--- src/rtl/writeback_unit.sv ---
// writeback_unit
//   Queues writeback requests from the execute side and retires them in
//   strict FIFO order to either the register file or the PC redirect port.
//   Each queue entry holds the destination select, the resolved register
//   number and the result data. A register-file entry waits at the head
//   until rf_ready is high. PC entries and "none" entries retire without
//   waiting. Writes to register 0 are dropped.
//
//   Optional feature (macro WB_BYPASS_EN): a request that arrives while the
//   queue is empty, and that could retire immediately, is issued straight
//   to the output registers on its accept edge and is never enqueued.
//
// Ports
//   clk, rst              clock; synchronous active-high reset
//   in_valid / in_ready   request handshake (in_ready = count < DEPTH)
//   in_sel                destination: 00 none, 01 rt, 10 rd, 11 pc
//   in_rt, in_rd          candidate register numbers
//   in_data               result value
//   rf_ready              register file accepts a write this cycle
//   rf_we/rf_waddr/rf_wdata   registered register-file write
//   pc_we/pc_value            registered PC redirect
//   count                 current queue occupancy
module writeback_unit #(
  parameter int DATA_W = 32,
  parameter int REG_AW = 5,
  parameter int DEPTH  = 4
) (
  input  logic                   clk,
  input  logic                   rst,
  input  logic                   in_valid,
  output logic                   in_ready,
  input  logic [1:0]             in_sel,
  input  logic [REG_AW-1:0]      in_rt,
  input  logic [REG_AW-1:0]      in_rd,
  input  logic [DATA_W-1:0]      in_data,
  input  logic                   rf_ready,
  output logic                   rf_we,
  output logic [REG_AW-1:0]      rf_waddr,
  output logic [DATA_W-1:0]      rf_wdata,
  output logic                   pc_we,
  output logic [DATA_W-1:0]      pc_value,
  output logic [$clog2(DEPTH):0] count
);

  localparam int PW = $clog2(DEPTH);
  localparam int CW = PW + 1;
  localparam logic [CW-1:0] FULL = CW'(DEPTH);

  localparam logic [1:0] SEL_NONE = 2'b00;
  localparam logic [1:0] SEL_RT   = 2'b01;
  localparam logic [1:0] SEL_RD   = 2'b10;
  localparam logic [1:0] SEL_PC   = 2'b11;

  // Destination selects that target the register file.
  function automatic logic is_rf_sel(input logic [1:0] sel);
    return (sel == SEL_RT) || (sel == SEL_RD);
  endfunction

  // An entry may leave the head this cycle.
  function automatic logic can_retire(input logic [1:0] sel, input logic rdy);
    return !is_rf_sel(sel) || rdy;
  endfunction

  // Queue storage (data path, never reset)
  logic [1:0]        sel_mem  [DEPTH];
  logic [REG_AW-1:0] addr_mem [DEPTH];
  logic [DATA_W-1:0] data_mem [DEPTH];

  // Control state
  logic [PW-1:0] wptr_q, wptr_d;
  logic [PW-1:0] rptr_q, rptr_d;
  logic [CW-1:0] count_q, count_d;

  // Output registers
  logic              rf_we_q, rf_we_d;
  logic [REG_AW-1:0] rf_waddr_q, rf_waddr_d;
  logic [DATA_W-1:0] rf_wdata_q, rf_wdata_d;
  logic              pc_we_q, pc_we_d;
  logic [DATA_W-1:0] pc_value_q, pc_value_d;

  // Combinational handshake / issue signals
  logic              push;
  logic              pop;
  logic              bypass;
  logic              enq;
  logic [REG_AW-1:0] in_addr;
  logic [1:0]        head_sel;
  logic              iss_valid;
  logic [1:0]        iss_sel;
  logic [REG_AW-1:0] iss_addr;
  logic [DATA_W-1:0] iss_data;

  always_comb begin
    in_addr  = (in_sel == SEL_RT) ? in_rt : in_rd;
    head_sel = sel_mem[rptr_q];

    // Full is judged on registered occupancy only; a same-cycle pop does
    // not open a slot.
    in_ready = (count_q < FULL);
    push     = in_valid && in_ready;
    pop      = (count_q != '0) && can_retire(head_sel, rf_ready);

    bypass = 1'b0;
`ifdef WB_BYPASS_EN
    bypass = push && (count_q == '0) && can_retire(in_sel, rf_ready);
`endif
    enq = push && !bypass;

    // The queue is empty whenever bypass is taken, so the two issue
    // sources never compete.
    iss_valid = pop || bypass;
    iss_sel   = bypass ? in_sel  : head_sel;
    iss_addr  = bypass ? in_addr : addr_mem[rptr_q];
    iss_data  = bypass ? in_data : data_mem[rptr_q];

    wptr_d = enq ? wptr_q + PW'(1) : wptr_q;
    rptr_d = pop ? rptr_q + PW'(1) : rptr_q;

    count_d = count_q;
    case ({enq, pop})
      2'b10:   count_d = count_q + CW'(1);
      2'b01:   count_d = count_q - CW'(1);
      default: count_d = count_q;
    endcase

    // Register 0 and "none" entries retire silently.
    rf_we_d    = iss_valid && is_rf_sel(iss_sel) && (iss_addr != '0);
    pc_we_d    = iss_valid && (iss_sel == SEL_PC);
    rf_waddr_d = rf_we_d ? iss_addr : rf_waddr_q;
    rf_wdata_d = rf_we_d ? iss_data : rf_wdata_q;
    pc_value_d = pc_we_d ? iss_data : pc_value_q;
  end

  // ---- queue write stage ----
  always_ff @(posedge clk) begin
    if (enq) begin
      sel_mem[wptr_q]  <= in_sel;
      addr_mem[wptr_q] <= in_addr;
      data_mem[wptr_q] <= in_data;
    end
  end

  // ---- pointer / occupancy and output stage ----
  always_ff @(posedge clk) begin
    if (rst) begin
      wptr_q     <= '0;
      rptr_q     <= '0;
      count_q    <= '0;
      rf_we_q    <= 1'b0;
      rf_waddr_q <= '0;
      rf_wdata_q <= '0;
      pc_we_q    <= 1'b0;
      pc_value_q <= '0;
    end else begin
      wptr_q     <= wptr_d;
      rptr_q     <= rptr_d;
      count_q    <= count_d;
      rf_we_q    <= rf_we_d;
      rf_waddr_q <= rf_waddr_d;
      rf_wdata_q <= rf_wdata_d;
      pc_we_q    <= pc_we_d;
      pc_value_q <= pc_value_d;
    end
  end

  assign rf_we    = rf_we_q;
  assign rf_waddr = rf_waddr_q;
  assign rf_wdata = rf_wdata_q;
  assign pc_we    = pc_we_q;
  assign pc_value = pc_value_q;
  assign count    = count_q;

  // SEL_NONE is documented above; referenced here so its meaning stays
  // tied to the encoding even though no path tests for it directly.
  logic unused_sel_none;
  assign unused_sel_none = (in_sel == SEL_NONE);

endmodule

--- config.mk ---
export PLATFORM = sky130hd
export DESIGN_NAME = writeback_unit
export DESIGN_NICKNAME = d
export VERILOG_FILES = /design/src/rtl/writeback_unit.sv
export SDC_FILE = /design/constraint.sdc
export NUM_CORES = 1
export LEC_CHECK = 0
export BUFFER_PORTS_ARGS = -buffer_cell sky130_fd_sc_hd__buf_2
export CAP_MARGIN = 10
export CORE_AREA = 2 2 140 142
export CTS_BUF_LIST = sky130_fd_sc_hd__clkbuf_8
export DETAILED_ROUTE_END_ITERATION = 12
export DIE_AREA = 0 0 142 144
export MAX_ROUTING_LAYER = met4
export PLACE_DENSITY = 0.66
export SKIP_CTS_REPAIR_TIMING = 1
export SLEW_MARGIN = 10
export SYNTH_ARGS = -nofsm -noshare
export SYNTH_HDL_FRONTEND = slang
export SYNTH_SLANG_ARGS = --single-unit
--- constraint.sdc ---
create_clock -name clk -period 4.8 [get_ports clk]
set_input_delay 0.48 -clock clk [delete_from_list [all_inputs] [get_ports clk]]
set_output_delay 0.48 -clock clk [all_outputs]
set_load 0.02 [all_outputs]
==> impl_results.md <==
* Area grow syn2layout at 17.2%
* DR vias at 5908
* Starting Density at 49.1%
* Critical path type: reg -> reg
* Grt total ovfl at 0
* Cts bufs inserted at 38
* CTS sink count at 236
* Final Max Slew Viols at 0
* Initial antenna violation count at 3
* Pleak at 3.86 nW
* Crit path DAT at 3.64 ns
* Finish-stage setup viols at 0
* Setup TNS at 0 ns
* Final Cell Area at 11000 um^2
* Min cycle time layout at 3.18 ns
* Synth Warn # at 0
* I/O pin cnt at 123
* Synth top area share at 50.0%
* Hold Crit Start: in_data[29]
* Layout cells sized above 1 at 29.9%
* Final #Nets at 829
* Detailed Route Iter0 Violations at 341
* Critical Path Source Type: flop
* Post-DP HPWL at 11.9 mm
* Top_reg_cell synth: edfxtp_1
* Via density at 5.65
* First-pass GRT wire length at 31.8 mm
* Pin count of the biggest net entering global routing at 82
* Synth cell types at 33
* F_max at 315 MHz
* Avg Inst Size Synth at 14.3 um^2
* Hold path depth at 1
* CP Capture Type: flop
* Placed Area at 10200 um^2
* Most frequent cells in the layout: edfxtp_1 (156), buf_2 (122), nand2_1 (99), dfxtp_1 (78), clkbuf_8 (43)
* Drt pass-1 iters at 5
* Mapped Area at 9380 um^2
* Asr flop ratio synth at 0%
* Most common cell after layout, fill and taps aside: edfxtp_1
* Area contributors post-synth: edfxtp_1 (50%), dfxtp_1 (17%), mux4_2 (9.4%)
* Worst vdd ir at 384 uV
* Crit-path max FO at 50
* DRC at 0
* Worst R2R Path Depth at 8
* Number of global-route vias before repair at 6054
* Max H-tree Level at 2
* Worst clock skew at 0.0170 ns
* Avg WL per Cell at 19.4 um
* Max_slew headroom at 20.7%
* Gr usage total at 20.9%
* Buffer levels on the longest clock path at 3
* Port Buffers at 122
* WP data required at 5.27 ns
* Post-synth EDFFs at 156
* Post-route ant nets at 0
* Final count of hold timing violations at 0
* Flops & latches, synth at 236
* Final Power at 6.22 mW
* FP Rows at 51
* Sequential fraction of the synthesis area at 67.0%
* Final WL at 20.3 mm
* Chip Width at 142 um
* Clock transition at path regs at 0.07 ns
* Die height at 144 um
* Worst skew pair latency at 0.55 ns
* Die Area at 20400 um^2
* Core area at 19100 um^2
* CTS root buffer: clkbuf_8
* Worst Max-Slew Pin Slew at 1.19 ns
* RSZ-0062 raised after global routing: false
* Post-synthesis net count at 709
* HP Class: in -> reg
* PD cells at 566 nW/um^2
* CTS tree: built
* Gpl congestion at 0.750
* Post-synth top area cell: edfxtp_1
* Max_cap viols at 0
* Outcome: finished, final reports clean
* Period utilization at 66.2%
* Cells after Synth at 654
report_power, final:
part / switching [mW] / internal [mW] / total, mW
clock: 0.785 / 1.05 / 1.83
sequential: 0.164 / 2.52 / 2.69
combinational: 1.08 / 0.625 / 1.70
metal layers:
layer / routed length, um / track usage, %
met1: 8420 / 25.2
met2: 10100 / 34.8
met3: 1270 / 4.93
met4: 465 / 7.21
met5: 0 / -
cell type report:
class	count	area, um^2
Antenna cell	3	7.51
Clock buffer	43	592
Clock inverter	27	225
Fill cell	1512	8090
Inverter	7	26.3
Multi-Input combinational cell	362	2880
Sequential cell	236	6290
Tap cell	238	298
Timing Repair Buffer	129	663
final timing paths:
path,to,slack [ns]
max,rf_wdata[29]$_SDFFE_PP0P_,1.62
min,data_mem[0][29]$_DFFE_PP_,0.15
max reg2reg,rf_wdata[29]$_SDFFE_PP0P_,1.62
min reg2reg,pc_value[12]$_SDFFE_PP0P_,0.45
cells in the mapped netlist (all sizes together), types with 6 or more instances:
library cell	n
a21oi	38
a32oi	32
buf	16
clkbuf	33
dfxtp	80
edfxtp	156
ha	6
inv	7
mux4	39
nand2	99
nand3b	32
nor2	11
nor2b	35
o211ai	32
worst max-delay path, stage by stage, from the launching register on:
cell and delay, ns:
dfxtp_4 0.50, mux4_2 0.54, ha_1 0.36, o311ai_4 0.10, buf_4 0.30, nor2_4 0.36
buf_4 0.55, a32oi_1 0.20, o211ai_1 0.15
state kept, by name (all words and copies together) (netlist names), 2 cells and up, named ones only:
name and flops:
addr_mem 20, count 3, data_mem 128, pc_value 32, rf_waddr 5, rf_wdata 32, rptr_q 2, sel_mem 8
wptr_q 2
kinds of logic (layout without fill, tap and decap cells):
| family | count (synthesis) | after routing | share of synthesized area (%) |
|---|---|---|---|
| DFF | 236 | 236 | 67.0 |
| other | 0 | 3 | 0 |
| buffers and inverters | 56 | 206 | 2.51 |
| and+or+nand+nor | 197 | 197 | 10.8 |
| xor gates and xnor gates | 5 | 5 | 0.467 |
| muxes | 44 | 44 | 9.97 |
| adders and majority gates | 7 | 7 | 1.01 |
| AOI/OAI and AO/OA | 109 | 109 | 8.18 |
stage by stage:
step | util [%] | cells | hold WS (ns) | setup slack [ns]
after global routing | 57.6 | 1045 | 0.128 | 1.44
after CTS | 57.5 | 1042 | 0.125 | 1.63
after global placement | 53.3 | 972 | 0.439 | 1.76
after floorplan | - | 654 | 0.485 | 1.55
final | 57.6 | 1045 | 0.146 | 1.62
after detailed placement | 53.3 | 972 | 0.445 | 1.66
(Power assumes the default switching activity.)
